**config.mk**
```make
export PLATFORM = sky130hd
export DESIGN_NAME = band_window_capture
export DESIGN_NICKNAME = d
export VERILOG_FILES = /design/src/rtl/band_window_capture_pkg.sv /design/src/rtl/band_window_capture_fifo.sv /design/src/rtl/band_window_capture.sv
export SDC_FILE = /design/constraint.sdc
export NUM_CORES = 1
export LEC_CHECK = 0
export ABC_AREA = 1
export CORE_MARGIN = 5
export CORE_UTILIZATION = 55
export CTS_BUF_LIST = sky130_fd_sc_hd__clkbuf_4 sky130_fd_sc_hd__clkbuf_8
export DETAILED_ROUTE_END_ITERATION = 10
export PLACE_DENSITY = 0.73
export SLEW_MARGIN = 10
export SYNTH_ARGS = -nofsm -noshare
export SYNTH_HDL_FRONTEND = slang
export SYNTH_SLANG_ARGS = --single-unit
```
**constraint.sdc**
```tcl
create_clock -name clk -period 20.6 [get_ports clk]
set_clock_uncertainty 0.05 [all_clocks]
set_input_delay 6.18 -clock clk [delete_from_list [all_inputs] [get_ports clk]]
set_output_delay 6.18 -clock clk [all_outputs]
set_load 0.1 [all_outputs]
```
**src/rtl/band_window_capture_pkg.sv**
```systemverilog
// Shared types and helpers for band_window_capture and its record FIFO.
// BAND_WINDOW_GAP_EN adds a gap field to each record.
package band_pkg;
    localparam int CNT_W_DEF = 32;

    typedef enum logic {
        IDLE   = 1'b0,
        ACTIVE = 1'b1
    } state_t;

    typedef struct packed {
        logic [CNT_W_DEF-1:0] start;
        logic [CNT_W_DEF-1:0] len;
`ifdef BAND_WINDOW_GAP_EN
        logic [CNT_W_DEF-1:0] gap;
`endif
    } band_rec_t;

    // Callers narrower than CNT_W_DEF pass their own all-ones as max_v.
    function automatic logic [CNT_W_DEF-1:0] sat_inc(input logic [CNT_W_DEF-1:0] v,
                                                      input logic [CNT_W_DEF-1:0] max_v);
        return (v >= max_v) ? max_v : v + CNT_W_DEF'(1);
    endfunction
endpackage

```
**src/rtl/band_window_capture_fifo.sv**
```systemverilog
// Generic DEPTH-entry synchronous FIFO of window records; pointers carry a wrap bit.
module band_rec_fifo
    import band_pkg::*;
#(
    parameter type rec_t = band_rec_t,
    parameter int  DEPTH = 4
) (
    input  logic clk,
    input  logic reset,
    input  logic push,
    input  rec_t push_rec,
    output logic full,
    input  logic pop,
    output logic empty,
    output rec_t head
);
    localparam int AW = $clog2(DEPTH);

    rec_t        mem [DEPTH];
    logic [AW:0] wr_ptr;
    logic [AW:0] rd_ptr;
    logic        do_push;
    logic        do_pop;

    assign empty   = (wr_ptr == rd_ptr);
    assign full    = (wr_ptr[AW] != rd_ptr[AW]) && (wr_ptr[AW-1:0] == rd_ptr[AW-1:0]);
    assign head    = mem[rd_ptr[AW-1:0]];
    assign do_pop  = pop && !empty;
    // A full FIFO still takes a push when the head leaves on the same edge.
    assign do_push = push && (!full || do_pop);

    always_ff @(posedge clk or posedge reset) begin
        if (reset) begin
            wr_ptr <= '0;
            rd_ptr <= '0;
        end else begin
            if (do_push) wr_ptr <= wr_ptr + (AW+1)'(1);
            if (do_pop)  rd_ptr <= rd_ptr + (AW+1)'(1);
        end
    end

    always_ff @(posedge clk) begin
        if (do_push) mem[wr_ptr[AW-1:0]] <= push_rec;
    end
endmodule

```
**src/rtl/band_window_capture.sv**
```systemverilog
// Records start cycle and length of each high window on band_i into a small FIFO.
// Define BAND_WINDOW_GAP_EN to also report the low gap preceding each window.
module band_window_capture
    import band_pkg::*;
#(
    parameter int CNT_W = CNT_W_DEF,
    parameter int DEPTH = 4
) (
    input  logic             clk,
    input  logic             reset,
    input  logic             band_i,
    output logic             rec_valid_o,
    input  logic             rec_ready_i,
    output logic [CNT_W-1:0] rec_start_o,
    output logic [CNT_W-1:0] rec_len_o,
`ifdef BAND_WINDOW_GAP_EN
    output logic [CNT_W-1:0] rec_gap_o,
`endif
    output logic             overflow_o,
    output logic             busy_o
);
    typedef struct packed {
        logic [CNT_W-1:0] start;
        logic [CNT_W-1:0] len;
`ifdef BAND_WINDOW_GAP_EN
        logic [CNT_W-1:0] gap;
`endif
    } rec_t;

    localparam logic [CNT_W-1:0] CNT_MAX = '1;

    state_t           state_q;
    logic [CNT_W-1:0] cnt_q;
    logic [CNT_W-1:0] start_q;
    logic [CNT_W-1:0] len_q;
`ifdef BAND_WINDOW_GAP_EN
    logic [CNT_W-1:0] gap_cnt_q;
    logic [CNT_W-1:0] gap_q;
`endif
    rec_t             push_rec;
    rec_t             head;
    rec_t             hold_q;
    rec_t             shown;
    logic             push;
    logic             pop;
    logic             full;
    logic             empty;

    assign push = (state_q == ACTIVE) && !band_i;
    assign pop  = !empty && rec_ready_i;

    always_comb begin
        push_rec       = '0;
        push_rec.start = start_q;
        push_rec.len   = len_q;
`ifdef BAND_WINDOW_GAP_EN
        push_rec.gap   = gap_q;
`endif
    end

    band_rec_fifo #(
        .rec_t (rec_t),
        .DEPTH (DEPTH)
    ) u_fifo (
        .clk      (clk),
        .reset    (reset),
        .push     (push),
        .push_rec (push_rec),
        .full     (full),
        .pop      (pop),
        .empty    (empty),
        .head     (head)
    );

    always_ff @(posedge clk or posedge reset) begin
        if (reset) begin
            cnt_q      <= '0;
            state_q    <= IDLE;
            start_q    <= '0;
            len_q      <= '0;
            overflow_o <= 1'b0;
            hold_q     <= '0;
`ifdef BAND_WINDOW_GAP_EN
            gap_cnt_q  <= '0;
            gap_q      <= '0;
`endif
        end else begin
            cnt_q <= cnt_q + CNT_W'(1);
            case (state_q)
                IDLE: begin
                    if (band_i) begin
                        start_q <= cnt_q;
                        len_q   <= CNT_W'(1);
`ifdef BAND_WINDOW_GAP_EN
                        gap_q   <= gap_cnt_q;
`endif
                        state_q <= ACTIVE;
                    end
                end
                ACTIVE: begin
                    if (band_i) len_q <= CNT_W'(sat_inc(CNT_W_DEF'(len_q), CNT_W_DEF'(CNT_MAX)));
                    else        state_q <= IDLE;
                end
                default: state_q <= IDLE;
            endcase
            if (push && full && !pop) overflow_o <= 1'b1;
            // Remember what was on display so an empty FIFO keeps showing it.
            if (!empty) hold_q <= head;
`ifdef BAND_WINDOW_GAP_EN
            gap_cnt_q <= band_i ? '0 : CNT_W'(sat_inc(CNT_W_DEF'(gap_cnt_q), CNT_W_DEF'(CNT_MAX)));
`endif
        end
    end

    assign shown       = empty ? hold_q : head;
    assign rec_valid_o = !empty;
    assign rec_start_o = shown.start;
    assign rec_len_o   = shown.len;
`ifdef BAND_WINDOW_GAP_EN
    assign rec_gap_o   = shown.gap;
`endif
    assign busy_o      = (state_q == ACTIVE);
endmodule
```
==> run_results.csv, run 1 <==
group,metric,value,unit
worst_setup_path,path_cells,"buf_4 > inv_2 > buf_4 > o21ai_0 > a31oi_1 > clkdlybuf4s50_1",
worst_setup_path,r2r_slack,15280,ps
place,io_buffers,70,
detailed_routing,drtIter0Drc,792,
clock_tree,cts_tree,"yes",
place,place_inst,2002,
global_route,grtUsageTotal,21.07,%
cells_and_area,antenna_cells,0,
worst_hold_path,hold_end,"cnt_q[8]$_DFF_PP0_",
clock_tree,postCtsResizedCells,0,
worst_setup_path,critPathMaxStageDelay,1210,ps
clock_tree,clock_sinks,424,
floorplan,coreArea,0.03131,mm2
detailed_routing,via_per_inst,5.401,
clock_tree,cts.clk_slew.worst_paths,60,ps
yosys,ys_seq_area_share,68.65,%
cells_and_area,final_common_cell,"nor2_1",
yosys,ys_warn_count,0,
worst_setup_path,cpMostUsedCell,"buf_4",
cells_and_area,fillers,2383,
cells_and_area,area_delta_synth_final,14.35,%
clock_tree,clock_latency,580,ps
floorplan,dieArea,0.03515,mm2
timing,fin_crit,11210,ps
worst_setup_path,crit_path_max_fanout,108,
yosys,avgSynthCellArea,10.90,um2
clock_tree,cts_root_buf,"clkbuf_8",
yosys,synth_area_leaders,"edfxtp_1 44%, dfrtp_1 24%, nor2_1 8.3%",
cells_and_area,drive_gt1_share,11.29,%
worst_setup_path,timing.rr.end,"u_fifo.mem[1][17]$_DFFE_PP_",
timing,max_freq,89.18,MHz
yosys,synth-seq-cells,424,
global_route,overflow,0,
place,detailed_place_hpwl,21880,um
job,drv_cap,0,
yosys,yosysTopAreaCellShare,44.38,%
detailed_routing,vias,11499,
cells_and_area,final_nets,1682,
worst_hold_path,hold_path_class,"flip-flop to flip-flop",
floorplan,start_util,55.32,%
yosys,syn_nets,1600,
floorplan,die_w,187.5,um
timing,final-setup-viol-count,0,
cells_and_area,layoutNonFillerInstCount,2129,
worst_setup_path,cp-start-kind,"flip-flop",
worst_setup_path,end_kind,"primary output",
yosys,synth_top_cell_by_area,"edfxtp_1",
global_route,antenna_found_initial,0,
timing,slew_viol_final,0,
place,post-place-ws,9973,ps
timing,hold_viol_final,0,
floorplan,chipHeight,187.5,um
clock_tree,h-tree-depth,3,
detailed_routing,firstDrtPassIters,5,
clock_tree,post-cts-setup-buffers,0,
clock_tree,cts_made_buffers,69,
detailed_routing,drcViolationCount,0,
clock_tree,cts_hold_buf,0,
timing,finalCritPeriodShare,54.43,%
cells_and_area,final_cell_mix,"379 x nor2_1, 256 x edfxtp_1, 242 x nand2_1, 167 x o21ai_0, 166 x dfrtp_1",
place,place.gp.congestion,0.8982,
timing,fin_setup_tns,0,ps
worst_setup_path,reg2reg_from,"u_fifo.rd_ptr[1]$_DFFE_PP0P_",
global_route,grt_pass1_wl,60360,um
run_status,status,"complete, no violations",
worst_hold_path,min_path_cells,1,
yosys,syn_inst,1589,
floorplan,fp-row-count,65,
worst_setup_path,cp.required,14370,ps
worst_setup_path,critPathSlowestCell,"clkdlybuf4s50_1",
yosys,ys_types,35,
worst_setup_path,critical_path_class,"flip-flop to primary output",
global_route,grt_pass1_vias,11372,
floorplan,ioPinCount,71,
global_route,grt_max_degree,109,
detailed_routing,drt-total-wl,36500,um
worst_setup_path,cp.arrival,4980,ps
timing,rsz0062_at_grt,"false",
detailed_routing,postRouteAntennaNets,0,
worst_hold_path,min_from,"cnt_q[8]$_DFF_PP0_",
timing,setup_slack,9387,ps
detailed_routing,routedWlPerCell,17.14,um
timing,slew_headroom,31.17,%
clock_tree,max-clock-path-buffers,3,
timing,tightest_slew,1032,ps
cells_and_area,utilization,63.26,%
yosys,syn-cell-area,0.01732,mm2
worst_setup_path,r2r_cells,9,
## cell families (layout without fill, tap and decap cells)
logic type | Yosys count | count (layout) | share of synthesized area (%)
multiplexers | 4 | 4 | 0.2600
buffers and inverters | 146 | 284 | 3.582
AO/OA/AOI/OAI | 253 | 253 | 8.090
XOR/XNOR | 33 | 33 | 1.668
AND/OR/NAND/NOR | 722 | 722 | 17.25
flip-flops | 424 | 424 | 68.65
adder cells (fa/ha/maj) | 7 | 7 | 0.5056
## worst max-delay path, delay by kind of cell, from the launching register on
kind | cells | cell delay, ps
compound gates | 2 | 610
flops | 1 | 710
buf+inv | 4 | 2910
## sequential cells by signal (all words and copies together) (netlist names)
| signal | flops |
|---|---|
| cnt_q | 32 |
| busy_o | 1 |
| u_fifo.mem | 256 |
| start_q | 32 |
| u_fifo.wr_ptr | 3 |
| overflow_o | 1 |
| hold_q | 64 |
| len_q | 32 |
| u_fifo.rd_ptr | 3 |
## routing by layer
metal	global-route usage, %	up-vias	wire length (um)
li1	-	5553	-
met1	28.43	5543	15870
met2	35.46	331	17850
met3	3.602	72	1895
met4	6.550	0	888
met5	0	-	0
## per-stage QoR
stage	area, um2	hold slack [ps]
2_1_floorplan	17320	391.2
3_3_place_gp	18330	405.6
3_5_place_dp	18330	408.2
4_1_cts	19810	423.7
5_1_grt	19810	462.6
6_report	19810	421.4
## worst max path at each step
stage,from,endpoint
after floorplan,reset,busy_o$_DFF_PP0_
after global placement,u_fifo.rd_ptr[0]$_DFFE_PP0P_,rec_start_o[31]
after detailed placement,u_fifo.rd_ptr[0]$_DFFE_PP0P_,rec_start_o[31]
after CTS,u_fifo.rd_ptr[0]$_DFFE_PP0P_,rec_start_o[31]
after global routing,u_fifo.rd_ptr[0]$_DFFE_PP0P_,rec_len_o[10]
final,u_fifo.rd_ptr[0]$_DFFE_PP0P_,rec_start_o[24]
## Yosys cell counts
cell type and count:
o211ai_1 8, buf_4 5, dfrtp_1 168, buf_1 7
inv_2 4, nand4_1 3, buf_2 31, clkbuf_1 26
mux2_2 4, nand3_2 13, nand3b_1 4, nor2_1 383
nor3_1 21, a31oi_1 65, nor2_4 2, nand3_1 33
xnor2_1 7, nand2_2 6, o21ai_0 167, a31o_2 1
buf_6 2, nor3_2 3, nand2_1 243, xor2_1 26
inv_1 70, nand2_4 1, o21ai_2 8, o21ai_1 2
nand3_4 1, clkinv_1 1, a21oi_1 2, ha_1 7
nor2_2 8, edfxtp_1 256, nor2_8 1
## cell type report
| class | count | area (um2) | area share, % |
|---|---|---|---|
| Multi-Input combinational cell | 1019 | 4856 | 24.51 |
| Sequential cell | 424 | 11900 | 60.06 |
| Inverter | 75 | 286.5 | 1.446 |
| Clock inverter | 20 | 203.9 | 1.030 |
| Clock buffer | 107 | 1272 | 6.424 |
| Timing Repair Buffer | 82 | 790.8 | 3.992 |
| Tap cell | 402 | 503.0 | 2.539 |
Power of run 1 is not shown: default switching activity piles up to over one toggle a cycle in this logic, so the estimate is an artifact.
==> run 2, diff against run 1 <==
clock period = 11 ns   (was 20.6 ns; I/O delays follow)
==> run_results.csv, run 2 (same netlist as run 1, synthesis figures left out) <==
group,metric,value,unit
global_route,overflow,0,
cells_and_area,final_common_cell,"nor2_1",
detailed_routing,vias,11480,
cells_and_area,layoutNonFillerInstCount,2131,
timing,fin_setup_tns,0,ps
timing,hold_viol_final,0,
worst_setup_path,critical_path_class,"flip-flop to primary output",
worst_setup_path,timing.rr.end,"u_fifo.mem[1][18]$_DFFE_PP_",
detailed_routing,postRouteAntennaNets,0,
global_route,antenna_found_initial,0,
clock_tree,cts_tree,"yes",
worst_setup_path,reg2reg_from,"u_fifo.rd_ptr[0]$_DFFE_PP0P_",
worst_setup_path,r2r_cells,7,
cells_and_area,multi_input_area,0.004856,mm2
cells_and_area,largest_register_ffs,256,
timing,slew_viol_final,0,
clock_tree,max-clock-path-buffers,3,
place,place_inst,2002,
worst_setup_path,endpoint,"rec_len_o[4]",
clock_tree,cts_root_buf,"clkbuf_8",
place,detailed_place_hpwl,21460,um
place,place.gp.congestion,0.9155,
floorplan,start_util,55.32,%
detailed_routing,drt-total-wl,36380,um
floorplan,chipHeight,187.5,um
global_route,grt_max_degree,83,
clock_tree,postCtsResizedCells,0,
timing,tightest_slew,1048,ps
clock_tree,cts_hold_buf,0,
cells_and_area,regArea,0.01190,mm2
worst_setup_path,cp-start-kind,"flip-flop",
run_status,status,"complete, no violations",
clock_tree,clock_sinks,424,
worst_setup_path,cp.arrival,4610,ps
timing,max_freq,125.6,MHz
timing,rsz0062_at_grt,"false",
floorplan,die_w,187.5,um
global_route,grtUsageTotal,21.24,%
detailed_routing,drcViolationCount,0,
floorplan,fp-row-count,65,
floorplan,coreArea,0.03131,mm2
worst_setup_path,r2r_slack,6490,ps
detailed_routing,firstDrtPassIters,5,
detailed_routing,via_per_inst,5.387,
clock_tree,post-cts-setup-buffers,0,
worst_setup_path,cp-startpoint,"u_fifo.rd_ptr[0]$_DFFE_PP0P_",
floorplan,dieArea,0.03515,mm2
cells_and_area,fillers,2379,
detailed_routing,drtIter0Drc,734,
worst_setup_path,end_kind,"primary output",
cells_and_area,final_cell_mix,"379 x nor2_1, 256 x edfxtp_1, 242 x nand2_1, 167 x o21ai_0, 166 x dfrtp_1",
worst_hold_path,hold_path_class,"flip-flop to flip-flop",
job,drv_cap,0,
cells_and_area,antenna_cells,0,
worst_setup_path,cp.required,7650,ps
clock_tree,cts_made_buffers,70,
floorplan,ioPinCount,71,
cells_and_area,post-route-cell-area,0.01984,mm2
timing,finalCritPeriodShare,72.39,%
global_route,grt_pass1_wl,60760,um
cells_and_area,final_nets,1683,
global_route,grt_pass1_vias,11770,
place,dpl_cell_area,0.01833,mm2
clock_tree,cts.clk_slew.worst_paths,60,ps
worst_setup_path,crit_path_max_fanout,82,
timing,slew_headroom,29.99,%
timing,final-setup-viol-count,0,
clock_tree,h-tree-depth,3,
cells_and_area,drive_gt1_share,11.57,%
detailed_routing,routedWlPerCell,17.07,um
clock_tree,clock_latency,590,ps
timing,fin_crit,7963,ps
place,io_buffers,70,
cells_and_area,area_delta_synth_final,14.52,%
[run 2: cell count changes in the layout (fill, tap and decap cells not counted)]
cell / before / now
clkinv_2: 6 / 8
inv_8: 0 / 2
clkinv_1: 7 / 4
inv_6: 2 / 3
clkinvlp_4: 3 / 2
clkbuf_4: 32 / 33
[run 2: worst min-delay path by stage]
| stage | start | endpoint | depth (start not counted) |
|---|---|---|---|
| floorplan | cnt_q[30]$_DFF_PP0_ | cnt_q[30]$_DFF_PP0_ | 2 |
| global placement | cnt_q[30]$_DFF_PP0_ | cnt_q[30]$_DFF_PP0_ | 2 |
| detailed placement | cnt_q[30]$_DFF_PP0_ | cnt_q[30]$_DFF_PP0_ | 2 |
| CTS | cnt_q[30]$_DFF_PP0_ | cnt_q[30]$_DFF_PP0_ | 2 |
| global route | cnt_q[8]$_DFF_PP0_ | cnt_q[8]$_DFF_PP0_ | 1 |
| finish | cnt_q[30]$_DFF_PP0_ | cnt_q[30]$_DFF_PP0_ | 2 |
[run 2: layer usage]
metal	up-vias	global-route usage [%]	wire length (um)
met5	-	0	0
met4	0	6.635	780
met1	5554	27.57	15540
li1	5573	-	-
met3	59	3.826	1938
met2	294	36.75	18120
[run 2: critical path, cell delays in order (launching register included)]
cell and delay, ps:
dfrtp_4 720, xnor2_1 370, nand3_4 760, buf_4 620
a31oi_1 330, clkdlybuf4s50_1 1200
[run 2: area by class of cell]
type / count / share of cell area (%)
Sequential cell: 424 / 59.96
Multi-Input combinational cell: 1019 / 24.48
Clock buffer: 108 / 6.452
Timing Repair Buffer: 82 / 3.986
Tap cell: 402 / 2.535
Inverter: 75 / 1.444
Clock inverter: 21 / 1.142
[run 2: stage by stage]
step	setup WS [ps]	hold slack, ps	utilization, %
4_1_cts	2979	422.5	63.36
2_1_floorplan	3103	391.2	-
5_1_grt	2761	440.5	63.36
6_report	3037	421.6	63.36
3_3_place_gp	3624	404.9	58.55
3_5_place_dp	3599	408.7	58.55
Power of run 2 is left out for the same reason.
==> run 3, diff against run 2 <==
PLACE_DENSITY = 0.76   (was 0.73)
clock period = 6.6 ns   (was 11 ns; I/O delays follow)
==> run_results.csv, run 3 (same netlist as run 1, synthesis figures left out) <==
group,metric,value,unit
clock_tree,max-clock-path-buffers,3,
clock_tree,clock_sinks,424,
floorplan,chipHeight,187.5,um
cells_and_area,regArea,0.01190,mm2
timing,fin_setup_tns,0,ps
timing,slew_headroom,32.27,%
global_route,overflow,0,
timing,fin_crit,5409,ps
global_route,grt_pass1_wl,59250,um
detailed_routing,drtIter0Drc,722,
floorplan,die_w,187.5,um
detailed_routing,firstDrtPassIters,5,
worst_setup_path,cp.arrival,3380,ps
clock_tree,postCtsResizedCells,0,
detailed_routing,routedWlPerCell,16.79,um
cells_and_area,multi_input_area,0.004856,mm2
place,place.gp.congestion,0.8985,
global_route,grtUsageTotal,20.53,%
floorplan,dieArea,0.03515,mm2
clock_tree,cts_made_buffers,70,
timing,rsz0062_at_grt,"false",
clock_tree,h-tree-depth,3,
cells_and_area,drive_gt1_share,15.08,%
detailed_routing,postRouteAntennaNets,0,
clock_tree,cts_root_buf,"clkbuf_8",
clock_tree,cts_tree,"yes",
detailed_routing,drcViolationCount,0,
worst_setup_path,end_kind,"primary output",
global_route,antenna_found_initial,0,
timing,final-setup-viol-count,0,
worst_setup_path,cp-start-kind,"flip-flop",
worst_hold_path,hold_path_class,"flip-flop to flip-flop",
timing,max_freq,184.9,MHz
cells_and_area,final_common_cell,"nor2_1",
run_status,status,"complete, no violations",
clock_tree,cts.clk_slew.worst_paths,60,ps
detailed_routing,via_per_inst,5.429,
cells_and_area,final_nets,1684,
detailed_routing,vias,11579,
worst_setup_path,crit_path_max_fanout,49,
place,detailed_place_hpwl,21880,um
timing,tightest_slew,1015,ps
floorplan,fp-row-count,65,
floorplan,ioPinCount,71,
cells_and_area,largest_register_ffs,256,
cells_and_area,final_cell_mix,"379 x nor2_1, 256 x edfxtp_1, 242 x nand2_1, 167 x o21ai_0, 166 x dfrtp_1",
global_route,grt_pass1_vias,11651,
cells_and_area,antenna_cells,0,
cells_and_area,area_delta_synth_final,14.27,%
job,drv_cap,0,
clock_tree,clock_latency,600,ps
cells_and_area,fillers,2359,
worst_setup_path,cp.required,4570,ps
place,io_buffers,70,
global_route,grt_max_degree,113,
floorplan,start_util,55.32,%
clock_tree,cts_hold_buf,0,
timing,slew_viol_final,0,
worst_setup_path,critical_path_class,"flip-flop to primary output",
timing,finalCritPeriodShare,81.96,%
floorplan,coreArea,0.03131,mm2
timing,hold_viol_final,0,
detailed_routing,drt-total-wl,35810,um
clock_tree,post-cts-setup-buffers,0,
[run 3: path summary, 6_finish.rpt]
check | from | endpoint | slack (ps) | depth (start not counted)
min reg2reg | cnt_q[8]$_DFF_PP0_ | cnt_q[8]$_DFF_PP0_ | 420 | 1
max in group asynchronous | reset | start_q[2]$_DFFE_PP0P_ | 3490 | 3
max | u_fifo.rd_ptr[0]$_DFFE_PP0P_ | rec_len_o[0] | 1190 | 5
min in group asynchronous | reset | hold_q[25]$_DFF_PP0_ | 1870 | 2
min | cnt_q[8]$_DFF_PP0_ | cnt_q[8]$_DFF_PP0_ | 420 | 1
max reg2reg | u_fifo.rd_ptr[0]$_DFFE_PP0P_ | u_fifo.mem[1][29]$_DFFE_PP_ | 2850 | 8
[run 3: per-layer routing]
| layer | routed length (um) | up-vias | GRT usage (%) |
|---|---|---|---|
| li1 | - | 5574 | - |
| met1 | 15780 | 5615 | 27.53 |
| met2 | 17130 | 310 | 34.43 |
| met3 | 1901 | 80 | 3.695 |
| met4 | 993 | 0 | 6.748 |
| met5 | 0 | - | 0 |
[run 3: cell type report]
class / instances / area share [%]
clock buffer: 104 / 6.252
clock inverter: 26 / 1.587
inverter: 75 / 1.448
multi-input combinational: 1019 / 24.53
sequential: 424 / 60.10
tap: 402 / 2.541
timing repair buffer: 83 / 3.540
[run 3: critical path: stages (launching register included)]
cell and delay, ps:
dfrtp_4 680, inv_2 610, buf_4 450, o21ai_0 150, a31oi_1 490, buf_4 400
[run 3: metrics by stage]
stage                     cell area [um2]  std cells  hold slack [ps]  worst slack (ps)  util [%]
after floorplan                     17320       1589            391.2             23.26         -
after global placement              18240       2003            402.7              1899     58.26
after detailed placement            18240       2003            409.8              1800     58.26
after CTS                           19790       2133            421.3              1148     63.22
after global routing                19790       2133            453.3             983.8     63.22
final                               19790       2133            419.1              1191     63.22
Power of run 3 is left out for the same reason.
